==> config.mk <==
export PLATFORM = sky130hd
export DESIGN_NAME = event_encoder
export DESIGN_NICKNAME = d
export VERILOG_FILES = /design/src/rtl/event_encoder_pkg.sv /design/src/rtl/event_encoder_prio_enc.sv /design/src/rtl/event_encoder.sv
export SDC_FILE = /design/constraint.sdc
export NUM_CORES = 1
export LEC_CHECK = 0
export BUFFER_PORTS_ARGS = -buffer_cell sky130_fd_sc_hd__clkbuf_2
export CAP_MARGIN = 20
export CORE_MARGIN = 8
export CORE_UTILIZATION = 25
export DETAILED_ROUTE_END_ITERATION = 7
export PLACE_DENSITY = 0.47
export SLEW_MARGIN = 15
export SYNTH_ARGS = -nofsm -noshare
export SYNTH_HDL_FRONTEND = slang
export SYNTH_SLANG_ARGS = --single-unit
==> constraint.sdc <==
create_clock -name clock -period 2.27 [get_ports clock]
set_clock_uncertainty 0.2 [all_clocks]
set_input_delay 0.227 -clock clock [delete_from_list [all_inputs] [get_ports clock]]
set_output_delay 0.227 -clock clock [all_outputs]
set_load 0.02 [all_outputs]
==> src/rtl/event_encoder_pkg.sv <==
// Shared constants and types for the event encoder.
package event_encoder_pkg;

    // Number of request lines (power of two, 2..16) and index width.
    localparam int unsigned N  = 8;
    localparam int unsigned IW = $clog2(N);

    typedef logic [IW-1:0] idx_t;

endpackage

==> src/rtl/event_encoder_prio_enc.sv <==
// Combinational lowest-set-bit priority encoder.
module prio_enc
    import event_encoder_pkg::*;
(
    input  logic [N-1:0] vec,
    output idx_t         idx,
    output logic         found
);

    // Scan from the top down so the lowest set bit wins.
    always_comb begin
        idx   = '0;
        found = 1'b0;
        for (int i = int'(N) - 1; i >= 0; i--) begin
            if (vec[i]) begin
                idx   = idx_t'(i);
                found = 1'b1;
            end
        end
    end

endmodule

==> src/rtl/event_encoder.sv <==
// Event encoder: captures event pulses into a pending vector and issues one
// binary index per valid/ready handshake.
// Build option: define ROUND_ROBIN_EN for rotating priority; otherwise the
// lowest pending index is always issued first.
module event_encoder
    import event_encoder_pkg::*;
(
    input  logic         clock,
    input  logic         reset,
    input  logic         en,
    input  logic [N-1:0] req,
    input  logic         ready,
    output logic         valid,
    output idx_t         index,
    output logic [N-1:0] pending,
    output logic         drop
);

    logic [N-1:0] p_q, p_d;
    logic         valid_q, valid_d;
    idx_t         index_q, index_d;
    idx_t         last_q, last_d;
    logic         drop_q, drop_d;

    idx_t         sel;
    logic         found;
    logic         issue;
    logic         load;
    logic [N-1:0] sel_mask;

`ifdef ROUND_ROBIN_EN
    idx_t         off;
    idx_t         enc_idx;
    logic [N-1:0] rot;

    // Search starts one past the last issued index; IW-bit wrap gives mod N.
    assign off = last_q + idx_t'(1);

    // Rotate right by off so the first candidate lands at bit 0.
    always_comb begin
        rot = '0;
        for (int j = 0; j < int'(N); j++) begin
            rot[j] = p_q[idx_t'(j + int'(off))];
        end
    end

    prio_enc u_prio_enc (
        .vec   (rot),
        .idx   (enc_idx),
        .found (found)
    );

    assign sel = enc_idx + off;
`else
    prio_enc u_prio_enc (
        .vec   (p_q),
        .idx   (sel),
        .found (found)
    );
`endif

    // Next-state: issue from pending as it stood, then merge new requests.
    always_comb begin
        issue    = !valid_q || ready;
        load     = issue && found;
        sel_mask = '0;
        if (load) begin
            sel_mask[sel] = 1'b1;
        end

        p_d = p_q & ~sel_mask;
        if (en) begin
            p_d = p_d | req;
        end

        // A request on a line being loaded this cycle simply re-arms it.
        drop_d = en && (|(req & p_q & ~sel_mask));

        valid_d = valid_q;
        index_d = index_q;
        last_d  = last_q;
        if (issue) begin
            valid_d = load;
        end
        if (load) begin
            index_d = sel;
            last_d  = sel;
        end
    end

    // State registers; last resets to N-1 so rotation starts at index 0.
    always_ff @(posedge clock) begin
        if (reset) begin
            p_q     <= '0;
            valid_q <= 1'b0;
            index_q <= '0;
            last_q  <= idx_t'(N - 1);
            drop_q  <= 1'b0;
        end else begin
            p_q     <= p_d;
            valid_q <= valid_d;
            index_q <= index_d;
            last_q  <= last_d;
            drop_q  <= drop_d;
        end
    end

    assign valid   = valid_q;
    assign index   = index_q;
    assign pending = p_q;
    assign drop    = drop_q;

endmodule

# --- Word-level counts from Yosys, hierarchy flattened ---
# Cells that the tools add are included.
totals:
  regBits: 13
  latchBits: 0
  mem_bits_rw: 0
  rom_bits: 0
  inputBits: 12
  elab_cells: 37
  n_memories: 0
op_classes:
  n_addsub: 0
  mul: 0
  div: 0
  magnitude_cmp: 2
  n_eq_ne: 0
  shifts: 0
  mux: 20
  n_bitwise: 5
  reduce_logical: 6
op_table:
  columns: ["cell", "count"]
  rows:
  - ["bitwise AND 8 bit", 3]
  - ["two-way mux 3 bit", 8]
  - ["two-way mux 8 bit", 2]
  - ["two-way mux 1 bit", 9]
  - ["inverter 8 bit", 1]
  - ["bitwise OR 8 bit", 1]
  - ["OR reduction 8 bit", 1]
  - ["< comparator 3 x 4 -> 1 bit (second input constant)", 1]
  - ["demux 1 bit (select 3 bit)", 1]
  - [">= comparator 3 x 1 -> 1 bit (second input constant)", 1]
  - ["logical AND 1 bit", 3]
  - ["logical NOT 1 bit", 1]
  - ["logical OR 1 bit", 1]

# --- Depth between registers and ports, before layout ---
depth:
  depth_word: 17
  depth_mapped: 6
  depth_no_buf: 5

# --- Hierarchy ---
# A second synthesis with hierarchy kept.
unflattened:
  hier_cells: 93
  hier_area_um2: 713.2
modules_own_cells:
  columns: ["mod", "n_inst", "cells_per_inst", "area_per_inst_um2", "seq_area_each_um2"]
  rows:
  - ["event_encoder", 1, 80, 633.1, 260.2]
  - ["prio_enc", 1, 13, 80.1, 0.0]

# --- Worst setup path after synthesis ---
# OpenSTA, ideal clock, no wires.
synth_path:
  path_kind: "register -> register"
  startpoint: "register p_q[1] (netlist: pending[1])"
  endpoint: "register drop_q (netlist: drop)"
  setup_ns: 0.127
  arrival_ns: 1.483
  required_ns: 1.943
  setup_slack_ns: 0.461
  stages_incl_launch_ff: 6
  n_path_buf: 1
  period_less_slack_ns: 1.809
  cell_sequence: "dfxtp_1 buf_6 or4_4 o311a_1 o21ai_1 nand3_1"
synth_between:
  elab_chain_cells: 11
  word_cells_on_any_way: 16
  classes_between: "order compare: 2; mux: 7; bitwise: 3; reduce/logical: 4"
synth_lines:
  columns: ["item", "line", "source"]
  rows:
  - ["from (decl)", "event_encoder.sv:19", "logic [N-1:0] p_q, p_d;"]
  - ["from (signal assigned)", "event_encoder.sv:100", "p_q <= p_d;"]
  - ["two-way mux 3 bit (2 in a row)", "event_encoder_prio_enc.sv:15", "if (vec[i]) begin"]
  - ["< comparator 3 x 4 -> 1 bit (implied by the code) or >= comparator 3 x 1 -> 1 bit (tied branches)", "event_encoder.sv:68", "sel_mask[sel] = 1'b1;"]
  - ["logical AND 1 bit (implied by the code)", "event_encoder.sv:68", null]
  - ["two-way mux 1 bit (implied by the code)", "event_encoder.sv:68", null]
  - ["demux 1 bit (select 3 bit)", "event_encoder.sv:68", null]
  - ["two-way mux 8 bit", "event_encoder.sv:67", "if (load) begin"]
  - ["inverter 8 bit", "event_encoder.sv:77", "drop_d = en && (|(req & p_q & ~sel_mask));"]
  - ["bitwise AND 8 bit *", "event_encoder.sv:77", null]
  - ["OR reduction 8 bit *", "event_encoder.sv:77", null]
  - ["logical AND 1 bit *", "event_encoder.sv:77", null]
  - ["to (signal assigned)", "event_encoder.sv:104", "drop_q <= drop_d;"]
  - ["to (decl)", "event_encoder.sv:23", "logic drop_q, drop_d;"]
# Every way passes the cells marked *; elsewhere a longest branch is shown, timed or not.
# A chain may end at the register's enable or synchronous reset.

# --- Final worst setup path ---
# Same ends and word-level chain as after synthesis.

==> metrics.md <==
| Metric | Value |
|---|---|
| Setup ws final | 385 ps |
| DRC viols | 0 |
| Rel. slew slack | 58.9% |
| Ys flop type | dfxtp_1 |
| Worst setup EP type | register |
| Initial drt markers | 13 |
| Core box area | 0.00248 mm2 |
| Die ar. | 0.00450 mm2 |
| # rows | 18 |
| Slew Limit Fails | 0 |
| Final Critical Period | 1880 ps |
| Slew @ Worst Pin | 616 ps |
| Tcrit/Tclk final | 83.0% |
| DRT Wirelength | 1920 um |
| Synth warn | 0 |
| Net count, final | 124 |
| Total global routing overflow | 0 |
| Deepest clock path buffer count | 2 |
| Sequential Area | 260 um2 |
| Critical Path AT | 1860 ps |
| EDFF count, synth | 0 |
| Max-cap viol count | 0 |
| CTS tree | built |
| Syn_area_per_cell | 7.95 um2 |
| Hold slack final | 14.1 ps |
| Commonest non-fill, non-tap cells in the layout | clkbuf_2, dfxtp_1, nand2_1 |
| Gpl congestion | 0.764 |
| Total negative slack | 0 ps |
| Layout Cell Area excl Fill | 866 um2 |
| Synth cell types | 31 |
| PnR Total Power | 0.565 mW |
| Final hold vios | 0 |
| Mapped cell area | 652 um2 |
| Required @ worst endpoint | 2240 ps |
| First-pass GRT wire length | 2960 um |
| Seq/Total Area, Yosys | 39.9% |
| Critical R2R Capture | drop |
| Die Wd | 67.1 um |
| Dpl ws | 441 ps |
| # clock sinks | 13 |
| Post-CTS Setup Inserts | 0 |
| Hold_sp | req[4] |
| Reg2reg setup slack | 390 ps |
| Fill cell count | 266 |
| Vias in the first global route | 632 |
| Hold Path Class | in2reg |
| Commonest non-fill, non-tap cell in the layout | clkbuf_2 |
| Diode count | 0 |
| Worst Hold Depth | 3 |
| Multi-input gate area | 360 um2 |
| Synth async-reset ratio | 0% |
| Crit start category | register |
| Fmax | 0.531 GHz |
| DR WL/cell | 13.6 um |
| Worst reg2reg startpoint | pending[1] |
| Reg clk slew, reported paths | 80 ps |
| Placed insts | 132 |
| Leak Pwr | 0.384 nW |
| Initial core utilization | 26.3% |
| Cells after Synth | 82 |
| Cts bufs inserted | 3 |
| Die Y-Extent | 67.1 um |
| Syn Nets | 94 |
| Worst-path fanout max | 10 |
| Outcome | complete, no violations |
| Reg2Reg Depth | 5 |
| Top-Level Pins | 25 |
| DR vias | 704 |
| Antenna-violating nets left | 0 |
| Via density | 4.99 |
| Hold Path Sink | pending[4] |
| Non-filler cells in the finished layout | 141 |
| Antenna violations before repair | 0 |
| Final Util | 34.9% |
| I/O Buffers | 24 |
| Synthesized flop and latch total | 13 |
| Area post-placement | 790 um2 |
| Layout cells sized above 1 | 27.0% |
| First-pass DRT Iterations | 5 |
| Setup Viol. Count Final | 0 |
| Worst skew pair latency | 290 ps |
| Peak supply drop | 0.235 mV |
| Power Dens Cells | 652 mW/mm2 |
| Area grow syn2layout | 32.8% |
| Root Buffer | clkbuf_4 |
| Largest net degree at the start of global routing | 14 |
| RSZ-0062 raised after global routing | false |
| Total track usage | 8.67% |
| Detail Placement HPWL | 1420 um |
| WS Path Type | reg2reg |
| H-tree lvl count | 1 |
## registers in the layout, indices dropped and copies added, names as in the netlist
name and cells:
pending 8, index 3, drop 1, valid 1
## layout make-up
class	instances	area share, %
Multi-Input combinational cell	63	41.6
Sequential cell	13	30.1
Timing Repair Buffer	30	20.5
Tap cell	30	4.34
Clock buffer	4	3.03
Inverter	1	0.434
## timing repair
action	CTS	global route
setup endpoints to repair	0	0
endpoints found under the hold margin	5	0
hold buffers	5	0
gates resized for setup	0	0
## how the worst max path moves through the flow
stage	start	to	slack (ps)
floorplan	pending[1]	drop	460
global placement	pending[3]	drop	470
detailed placement	pending[3]	drop	440
CTS	pending[3]	drop	420
global route	pending[1]	drop	350
finish	pending[1]	drop	390
## worst max-delay path, cell delays in order, from the launching register on
cell and delay (ps):
dfxtp_1 410, or4_4 540, nor2_2 170, o221ai_1 140, o21ai_0 210, nand3_1 100
## synth_stat cells, types with 2 or more instances
cell type / number / area share (%)
a22oi_1: 3 / 3.5
nand2b_1: 2 / 1.9
a21oi_1: 8 / 6.1
nor2b_1: 4 / 3.8
nor4_1: 2 / 1.9
nand2_1: 10 / 5.8
nor2_1: 8 / 4.6
a211oi_1: 2 / 2.3
clkbuf_1: 3 / 1.7
o21ai_0: 6 / 4.6
nor3_1: 2 / 1.5
dfxtp_1: 13 / 40
## cell families after synthesis
kind of cell	Yosys count	share of synthesized area (%)
AO/OA/AOI/OAI	29	29.2
flip-flops	13	39.9
buffers and inverters	6	4.80
AND/OR/NAND/NOR	34	26.1
## metal layers
metal	GRT usage, %	vias up	routed length (um)
li1	-	363	-
met1	9.58	311	817
met2	13.3	25	888
met3	2.85	5	151
met4	7.05	0	64
met5	0	-	0
## report_power, final
group,internal [mW],switching [mW]
clock network,0.0684,0.0841
registers,0.247,0.0201
logic,0.0607,0.0845
total,0.376,0.189
Power figures use the tool's default switching activity.
